--- src/rtl/encoder_83_sync_pkg.sv ---
// ---------------------------------------------------------------------------
// encoder_83_sync_pkg
// Shared constants, state type and priority-select helper for the 8-to-3
// encoder family. The priority function is kept here so that any future
// encoder of this width can reuse the same selection rule.
// ---------------------------------------------------------------------------
package encoder_83_sync_pkg;

    localparam int IDX_W = 3;
    localparam int REQ_W = 8;

    // Handshake state. The encoding equals the valid output, so v is simply
    // the state register.
    typedef enum logic {
        IDLE    = 1'b0,
        PRESENT = 1'b1
    } state_e;

    // Index of the highest-priority set bit in req. With high_first=1 the
    // highest index wins; with high_first=0 the lowest index wins. The scan
    // order is chosen so that the winning bit is the last one assigned.
    // Returns 0 when req is empty; callers gate on |req.
    function automatic logic [IDX_W-1:0] prio_sel(input logic [REQ_W-1:0] req,
                                                   input logic             high_first);
        logic [IDX_W-1:0] idx;
        idx = '0;
        if (high_first) begin
            for (int j = 0; j < REQ_W; j++) begin
                if (req[j]) idx = IDX_W'(j);
            end
        end else begin
            for (int j = REQ_W - 1; j >= 0; j--) begin
                if (req[j]) idx = IDX_W'(j);
            end
        end
        return idx;
    endfunction

endpackage

--- src/rtl/encoder_83_sync_prio_enc_8.sv ---
// ---------------------------------------------------------------------------
// prio_enc_8
// Combinational 8-input priority encoder.
//   req_i : request vector
//   idx_o : index of the highest-priority set bit (0 when req_i is empty)
//   any_o : at least one request is set
// HIGH_FIRST selects whether index 7 (1) or index 0 (0) has top priority.
// ---------------------------------------------------------------------------
module prio_enc_8
    import encoder_83_sync_pkg::*;
#(
    parameter bit HIGH_FIRST = 1'b1
) (
    input  logic [REQ_W-1:0] req_i,
    output logic [IDX_W-1:0] idx_o,
    output logic             any_o
);

    assign idx_o = prio_sel(req_i, HIGH_FIRST);
    assign any_o = |req_i;

endmodule

--- src/rtl/encoder_83_sync.sv ---
// ---------------------------------------------------------------------------
// encoder_83_sync
// Registered 8-to-3 priority encoder with sticky request capture and a
// valid/ack handshake. Requests on d are OR-ed into a pending register and
// presented one at a time on y (highest priority first) until acknowledged.
//   clk  : rising-edge clock
//   rst  : synchronous active-high reset
//   e    : capture enable for d
//   d    : request lines, bit j requests index j
//   ack  : consumer accepts the current y (only while v=1)
//   y    : index being presented
//   v    : y holds a valid request
//   pend : pending request register (observation)
//   ovf  : sticky flag, a request landed on a still-unserved pending bit
// ---------------------------------------------------------------------------
module encoder_83_sync
    import encoder_83_sync_pkg::*;
#(
    parameter bit HIGH_FIRST = 1'b1
) (
    input  logic             clk,
    input  logic             rst,
    input  logic             e,
    input  logic [REQ_W-1:0] d,
    input  logic             ack,
    output logic [IDX_W-1:0] y,
    output logic             v,
    output logic [REQ_W-1:0] pend,
    output logic             ovf
);

    state_e           state_q;
    logic [IDX_W-1:0] y_q;
    logic [REQ_W-1:0] pend_q, pend_d;
    logic             ovf_q, ovf_d;

    logic             take;
    logic [REQ_W-1:0] clr;
    logic [REQ_W-1:0] capt;
    logic [IDX_W-1:0] selIdx;
    logic             selAny;

    // An accepted request clears its own pending bit. A fresh capture of the
    // same bit in the same edge re-sets it, so it is served again; that case
    // is a new request rather than a collision, hence clr is excluded from
    // the overflow test.
    always_comb begin
        take   = (state_q == PRESENT) && ack;
        clr    = take ? (REQ_W'(1) << y_q) : '0;
        capt   = e ? d : '0;
        pend_d = (pend_q & ~clr) | capt;
        ovf_d  = ovf_q | (|(capt & pend_q & ~clr));
    end

    // Selection is made on the next pending value so a request captured at
    // an edge while idle is presented right after that same edge.
    prio_enc_8 #(
        .HIGH_FIRST(HIGH_FIRST)
    ) u_prio (
        .req_i(pend_d),
        .idx_o(selIdx),
        .any_o(selAny)
    );

    // Handshake FSM with registered outputs. While PRESENT without ack, y is
    // frozen even if a higher-priority request arrives, so the consumer sees
    // a stable value until it accepts it. On ack the next request (if any)
    // is loaded back-to-back without dropping v.
    always_ff @(posedge clk) begin
        if (rst) begin
            state_q <= IDLE;
            y_q     <= '0;
            pend_q  <= '0;
            ovf_q   <= 1'b0;
        end else begin
            pend_q <= pend_d;
            ovf_q  <= ovf_d;
            case (state_q)
                IDLE: begin
                    if (selAny) begin
                        y_q     <= selIdx;
                        state_q <= PRESENT;
                    end
                end
                PRESENT: begin
                    if (ack) begin
                        if (selAny) begin
                            y_q <= selIdx;
                        end else begin
                            state_q <= IDLE;
                        end
                    end
                end
                default: begin
                    state_q <= IDLE;
                end
            endcase
        end
    end

    assign y    = y_q;
    assign v    = (state_q == PRESENT);
    assign pend = pend_q;
    assign ovf  = ovf_q;

endmodule
--- config.mk ---
export PLATFORM = sky130hd
export DESIGN_NAME = encoder_83_sync
export DESIGN_NICKNAME = d
export VERILOG_FILES = /design/src/rtl/encoder_83_sync_pkg.sv /design/src/rtl/encoder_83_sync_prio_enc_8.sv /design/src/rtl/encoder_83_sync.sv
export SDC_FILE = /design/constraint.sdc
export NUM_CORES = 1
export LEC_CHECK = 0
export ABC_AREA = 1
export BUFFER_PORTS_ARGS = -buffer_cell sky130_fd_sc_hd__buf_2
export CORE_UTILIZATION = 51
export CTS_CLUSTER_DIAMETER = 60
export DETAILED_ROUTE_END_ITERATION = 10
export GPL_ROUTABILITY_DRIVEN = 1
export PLACE_DENSITY = 0.81
export SETUP_SLACK_MARGIN = 0.1
export SYNTH_ARGS = -nofsm -noshare
export SYNTH_HDL_FRONTEND = slang
export SYNTH_SLANG_ARGS = --single-unit
--- constraint.sdc ---
create_clock -name clk -period 2.96 [get_ports clk]
set_input_delay 0.148 -clock clk [delete_from_list [all_inputs] [get_ports clk]]
set_output_delay 0.148 -clock clk [all_outputs]
set_load 0.01 [all_outputs]
==> results of run 1 <==
==> metrics by stage <==
stage	instances	power (mW)	worst slack (ns)
3_5_place_dp	153	0.314	1.42
5_1_grt	157	0.454	1.23
3_3_place_gp	153	0.313	1.43
4_1_cts	157	0.427	1.40
2_1_floorplan	116	0.281	1.54
6_report	157	0.426	1.41
==> cell families after synthesis <==
kind of cell | share of synthesized area (%)
AOI/OAI and AO/OA | 12.9
buffers and inverters | 9.70
DFF | 34.8
and+or+nand+nor | 42.6
==> cell usage in the layout, fill, tap and decap left out, types with 3 or more instances in the layout <==
master / instances
buf_2: 24
nand2_1: 33
nand3_1: 5
a21oi_1: 3
dfxtp_1: 13
nor2_1: 23
nor2_2: 4
inv_1: 17
clkbuf_4: 3
nand2_2: 4
==> routing by layer <==
| metal | GRT usage [%] | vias to the layer above |
|---|---|---|
| met3 | 7.78 | 7 |
| met2 | 40.3 | 20 |
| li1 | - | 406 |
| met5 | 0 | - |
| met1 | 27.8 | 346 |
| met4 | 13.3 | 0 |
==> worst max-delay path: stages (launching register included) <==
cell and delay (ns):
dfxtp_1 0.37, nand2_1 0.08, nor2_2 0.16, nand2_1 0.12, a21boi_2 0.20, nand2_2 0.10
nor2_4 0.13, nand2_2 0.08, nand2_4 0.07, nand2_1 0.05, nand2_1 0.05, nor2_1 0.04
==> layout make-up <==
class	instances	share of cell area, %
tap	15	2.07
sequential	13	28.8
clock buffer	4	2.90
multi-input combinational	84	45.9
timing repair buffer	24	13.3
inverter	17	7.05
==> worst paths after layout <==
| check | cells after the start | end | slack [ns] |
|---|---|---|---|
| worst min register to register | 2 | y[2]$_SDFFE_PP0P_ | 0.51 |
| worst max-delay path | 11 | y[0]$_SDFFE_PP0P_ | 1.41 |
| worst max register to register | 11 | y[0]$_SDFFE_PP0P_ | 1.41 |
| worst min-delay path | 2 | pend[7]$_SDFF_PP0_ | 0.19 |
==> flip-flops by register name (all words and copies together), names as in the netlist <==
register and flops:
ovf 1, pend 8, v 1, y 3
==> where the power goes <==
group / total (mW) / switching [mW] / leakage, nW / internal [mW]
Clock: 0.115 / 0.0622 / 0.0150 / 0.0525
Combinational: 0.111 / 0.0671 / 0.385 / 0.0437
Sequential: 0.200 / 0.0104 / 0.108 / 0.190
Total: 0.426 / 0.140 / 0.509 / 0.286
==> impl_metrics.py, run 1 <==
metrics = {
    "status": {
        "outcome": "finished, final reports clean",
    },
    "detailed_routing": {
        "drt-total-wl_um": 1630,
        "wl_met2_um": 716,
        "drc": 0,
        "met1_length_um": 781,
        "highest_layer": "met4",
        "wl_met3_um": 85,
        "dr.first_iter.drc_count": 14,
        "num_vias": 779,
        "viasPerCell": 4.96,
        "ant_nets": 0,
        "wl_per_cell_um": 10.4,
        "firstDrtPassIters": 4,
    },
    "critical_path": {
        "crit_type": "register to register",
        "arrival_ns": 1.75,
        "r2r-start": "v$_SDFF_PP0_",
        "cp-end-kind": "register",
        "setup.worst_path.start_class": "register",
        "critPathRequiredTime_ns": 3.15,
        "cp_max_fo": 4,
        "cp-startpoint": "v$_SDFF_PP0_",
    },
    "clocking": {
        "htreeDepth": 1,
        "hold_buffers": 0,
        "cts-root-buf": "clkbuf_4",
        "cts.sinks": 13,
        "clk_latency_ns": 0.29,
        "clk_pin_slew_worst_paths_ns": 0.08,
        "clockBufferDepth": 2,
        "cts_made_buffers": 3,
        "postCtsResizedCells": 0,
        "cts_tree": "built",
        "postCtsSetupBuffers": 0,
    },
    "cells_and_area": {
        "regArea_um2": 260,
        "drive_above_1_share_pct": 28.9,
        "final_cell_area_um2": 905,
        "utilization_pct": 67.8,
        "nFillCells": 132,
        "antenna_cells": 0,
        "layout.nets": 155,
        "multiInputGateArea_um2": 415,
        "syn2layout_area_growth_pct": 20.9,
    },
    "sta": {
        "setup_viol": 0,
        "worst_pin_slew_ns": 0.250,
        "relSlewSlack_pct": 83.3,
        "finalHoldViolations": 0,
        "clock_skew_ns": 0.000922,
        "clock.fmax_mhz": 643,
        "fin_setup_tns_ns": 0,
        "drv_slew": 0,
        "finalCritPeriodShare_pct": 52.5,
        "period_needed_ns": 1.55,
        "rsz0062_at_grt": "false",
        "whs_ns": 0.194,
    },
    "grt": {
        "antenna_found_initial": 0,
        "grt_first_pass_wirelength_um": 2530,
        "grt_overflow": 0,
        "grtUsageTotal_pct": 24.5,
        "grt_pass1_vias": 683,
        "grt_max_degree": 13,
    },
    "synth": {
        "netlist_top_cells_area": "dfxtp_1, nand2_1, nor2_1",
        "async_flop_share_pct": 0,
        "synth_edf_count": 0,
        "syn_nets": 128,
        "synth.avg_cell_area_um2": 6.45,
        "synthTopCellsByCount": "nand2_1, nor2_1, inv_1, dfxtp_1, nand3_1",
        "synth_top_area_share_pct": 34.8,
        "seq_area_frac_synth_pct": 34.8,
        "yosysWarningCount": 0,
        "syn_inst": 116,
        "synth_area_um2": 748,
        "synth-seq-cells": 13,
        "synth_cell_types": 19,
        "synth.most_common_cell": "nand2_1",
        "synthFlopType": "dfxtp_1",
        "synth_top_area_cell": "dfxtp_1",
    },
    "die": {
        "start_util_pct": 56.1,
        "die_x_um": 40.3,
        "design.die.area_um2": 1620,
        "row_count": 13,
        "ios": 25,
        "die_h_um": 40.3,
        "coreArea_um2": 1330,
    },
    "pwr": {
        "powerDensity_nw_per_um2": 470,
        "irDropWorstVdd_v": 0.000298,
        "p_leak_nw": 0.509,
    },
    "flow_run": {
        "cap_violations": 0,
    },
    "placed_design": {
        "dp_hpwl_um": 1240,
        "port_buffers": 24,
        "place_congestion": 0.924,
        "placed_area_um2": 878,
    },
    "hold_path": {
        "hold_path.class": "input pin to register",
        "min_from": "rst",
    },
}
No activity file was read; power rests on OpenSTA's default activity.
==> inputs of run 2 (changes only) <==
--- a/config.mk
+++ b/config.mk
@@ -5,13 +5,13 @@
 export SDC_FILE = /design/constraint.sdc
 export NUM_CORES = 1
 export LEC_CHECK = 0
-export ABC_AREA = 1
+export ABC_AREA = 0
 export BUFFER_PORTS_ARGS = -buffer_cell sky130_fd_sc_hd__buf_2
-export CORE_UTILIZATION = 51
+export CORE_UTILIZATION = 44
 export CTS_CLUSTER_DIAMETER = 60
 export DETAILED_ROUTE_END_ITERATION = 10
 export GPL_ROUTABILITY_DRIVEN = 1
-export PLACE_DENSITY = 0.81
+export PLACE_DENSITY = 0.73
 export SETUP_SLACK_MARGIN = 0.1
 export SYNTH_ARGS = -nofsm -noshare
 export SYNTH_HDL_FRONTEND = slang
==> constraint.sdc (replaced) <==
create_clock -name clk -period 1.4 [get_ports clk]
set_input_delay 0.07 -clock clk [delete_from_list [all_inputs] [get_ports clk]]
set_output_delay 0.07 -clock clk [all_outputs]
set_load 0.01 [all_outputs]
==> run 2 against run 1 <==
The run now ends with setup timing left. Register-to-register slack got worse by 1.9 ns. Final cell count increased by 5.7%. Non-clock buffer count increased by 31. Clock skew increased by 0.0029 ns. Core utilization increased by 15 points. Clock-buffer cell count unchanged. Combinational power increased to 3.9 times the previous value. Cell area increased by 45%. Largest cell class unchanged. Largest power group unchanged.
==> impl_metrics.py, run 2 <==
metrics = {
    "hold_path": {
        "hold_path.class": "input pin to register",
    },
    "grt": {
        "grt_first_pass_wirelength_um": 3670,
        "grtUsageTotal_pct": 26.5,
        "grt_overflow": 0,
        "antenna_found_initial": 0,
        "grt_pass1_vias": 843,
        "grt_max_degree": 14,
    },
    "detailed_routing": {
        "drc": 0,
        "ant_nets": 0,
        "dr.first_iter.drc_count": 47,
        "num_vias": 1019,
        "viasPerCell": 6.14,
        "firstDrtPassIters": 6,
        "drt-total-wl_um": 2660,
        "wl_per_cell_um": 16.0,
    },
    "flow_run": {
        "cap_violations": 0,
    },
    "critical_path": {
        "critPathRequiredTime_ns": 1.62,
        "cp-startpoint": "v$_SDFF_PP0_",
        "crit_type": "register to register",
        "ff2ff_path_depth": 8,
        "cp-end-kind": "register",
        "r2r_slack_ns": -0.52,
        "cp-endpoint": "y[2]$_SDFFE_PP0P_",
        "arrival_ns": 2.13,
        "cp_max_fo": 4,
        "r2r-end": "y[2]$_SDFFE_PP0P_",
        "r2r-start": "v$_SDFF_PP0_",
        "setup.worst_path.start_class": "register",
    },
    "die": {
        "die_h_um": 44.0,
        "start_util_pct": 49.2,
        "design.die.area_um2": 1940,
        "ios": 25,
        "row_count": 14,
        "die_x_um": 44.0,
        "coreArea_um2": 1580,
    },
    "cells_and_area": {
        "largest_register_ffs": 8,
        "antenna_cells": 0,
        "regArea_um2": 275,
        "multiInputGateArea_um2": 603,
        "most-common-layout-cells": "buf_4, buf_2, nor2_1",
        "drive_above_1_share_pct": 56.0,
        "syn2layout_area_growth_pct": 68.5,
        "final_cell_area_um2": 1310,
        "layout.nets": 163,
        "nFillCells": 88,
        "final_common_cell": "buf_4",
    },
    "sta": {
        "drv_slew": 0,
        "finalHoldViolations": 0,
        "finalCritPeriodShare_pct": 137,
        "clock.fmax_mhz": 522,
        "relSlewSlack_pct": 68.9,
        "worst_pin_slew_ns": 0.464,
        "fin_setup_tns_ns": -2.14,
        "whs_ns": 0.0576,
        "period_needed_ns": 1.92,
        "clock_skew_ns": 0.00378,
        "fin_ws_ns": -0.516,
        "setup_viol": 8,
        "rsz0062_at_grt": "true",
    },
    "clocking": {
        "clk_latency_ns": 0.29,
        "htreeDepth": 1,
        "clk_pin_slew_worst_paths_ns": 0.08,
        "cts_tree": "built",
        "cts-root-buf": "clkbuf_4",
        "cts_made_buffers": 3,
        "cts.sinks": 13,
        "hold_buffers": 0,
        "clockBufferDepth": 2,
    },
    "placed_design": {
        "placed_area_um2": 1140,
        "port_buffers": 24,
        "place_ws_ns": -0.399,
        "place_congestion": 0.856,
        "dp_hpwl_um": 1720,
    },
    "synth": {
        "syn_nets": 106,
        "synth.avg_cell_area_um2": 8.25,
        "netlist_top_cells_area": "dfxtp_1, a21oi_1, o21ai_0",
        "synth_top_area_share_pct": 33.5,
        "synth_cell_types": 40,
        "syn_inst": 94,
        "synth_edf_count": 0,
        "synth.most_common_cell": "dfxtp_1",
        "synth-seq-cells": 13,
        "synthFlopType": "dfxtp_1",
        "synth-simple-area-share_pct": 26.9,
        "synth_xor_area_share_pct": 0,
        "async_flop_share_pct": 0,
        "synthAdderAreaFrac_pct": 0,
        "synth_compound_gate_area_share_pct": 34.4,
        "synth_top_area_cell": "dfxtp_1",
        "seq_area_frac_synth_pct": 33.5,
        "synth_area_um2": 776,
        "yosysWarningCount": 0,
        "synthMuxAreaShare_pct": 1.29,
        "synthTopCellsByCount": "dfxtp_1, a21oi_1, nor2_1, o21ai_0, nand2_1",
        "synth_top_family_by_area": "compound AO/OA/AOI/OAI gates",
    },
    "pwr": {
        "finalPower_mw": 1.12,
        "p_leak_nw": 0.595,
        "powerDensity_nw_per_um2": 860,
        "irDropWorstVdd_v": 0.000675,
    },
    "status": {
        "outcome": "complete, but fails checks",
        "violations": "setup timing",
    },
}
==> run 2: report_power, final <==
part           total, mW  internal, mW  switching, mW  leakage [nW]
Sequential         0.448         0.404         0.0446         0.110
Clock              0.246         0.111          0.135        0.0150
Combinational      0.431         0.217          0.214         0.470
==> run 2: cells by family (layout without fill, tap and decap cells) <==
family,after synthesis,after routing
compound gates,38,38
mux,1,1
flops,13,13
simple gates,35,35
buf+inv,7,63
==> run 2: worst max-delay path, cell delays in order (launching register included) <==
cell and delay (ns):
dfxtp_4 0.38, buf_4 0.11, nand4_1 0.24, nor3_2 0.24, o31ai_2 0.14, o41ai_4 0.33, buf_4 0.19, nand2_1 0.09
a21oi_2 0.13
==> run 2: worst min path at each step <==
stage	from	to	slack, ns	depth (start not counted)
floorplan	rst	y[0]$_SDFFE_PP0P_	0.14	1
global placement	d[0]	pend[0]$_SDFF_PP0_	0.35	3
detailed placement	d[0]	pend[0]$_SDFF_PP0_	0.36	3
CTS	d[0]	pend[0]$_SDFF_PP0_	0.06	3
global route	d[0]	pend[0]$_SDFF_PP0_	0.06	3
finish	d[0]	pend[0]$_SDFF_PP0_	0.06	3
==> run 2: per-stage QoR <==
stage               instances  utilization (%)
detailed placement        157             72.5
floorplan                  94                -
global placement          157             72.5
CTS                       165             79.4
global route              166             82.9
finish                    166             82.9
==> run 2: timing repair <==
item,4_1_cts,5_1_grt
gates cloned,0,0
endpoints found under the setup margin,8,9
setup buffers,4,3
pin swaps,16,8
resized for setup,12,11
==> run 2: area by class of cell <==
class / instances / area share, %
multi-input combinational: 74 / 46.1
timing repair buffer: 55 / 28.1
sequential: 13 / 21.1
clock buffer: 4 / 2.01
tap: 16 / 1.53
inverter: 4 / 1.15
==> run 2: per-layer routing <==
layer	wire length, µm	GRT usage (%)	share of wire [%]
met5	0	0	0
met4	87	12.1	3.3
met3	222	4.17	8.4
met2	1290	45.1	49
met1	1050	32.6	40
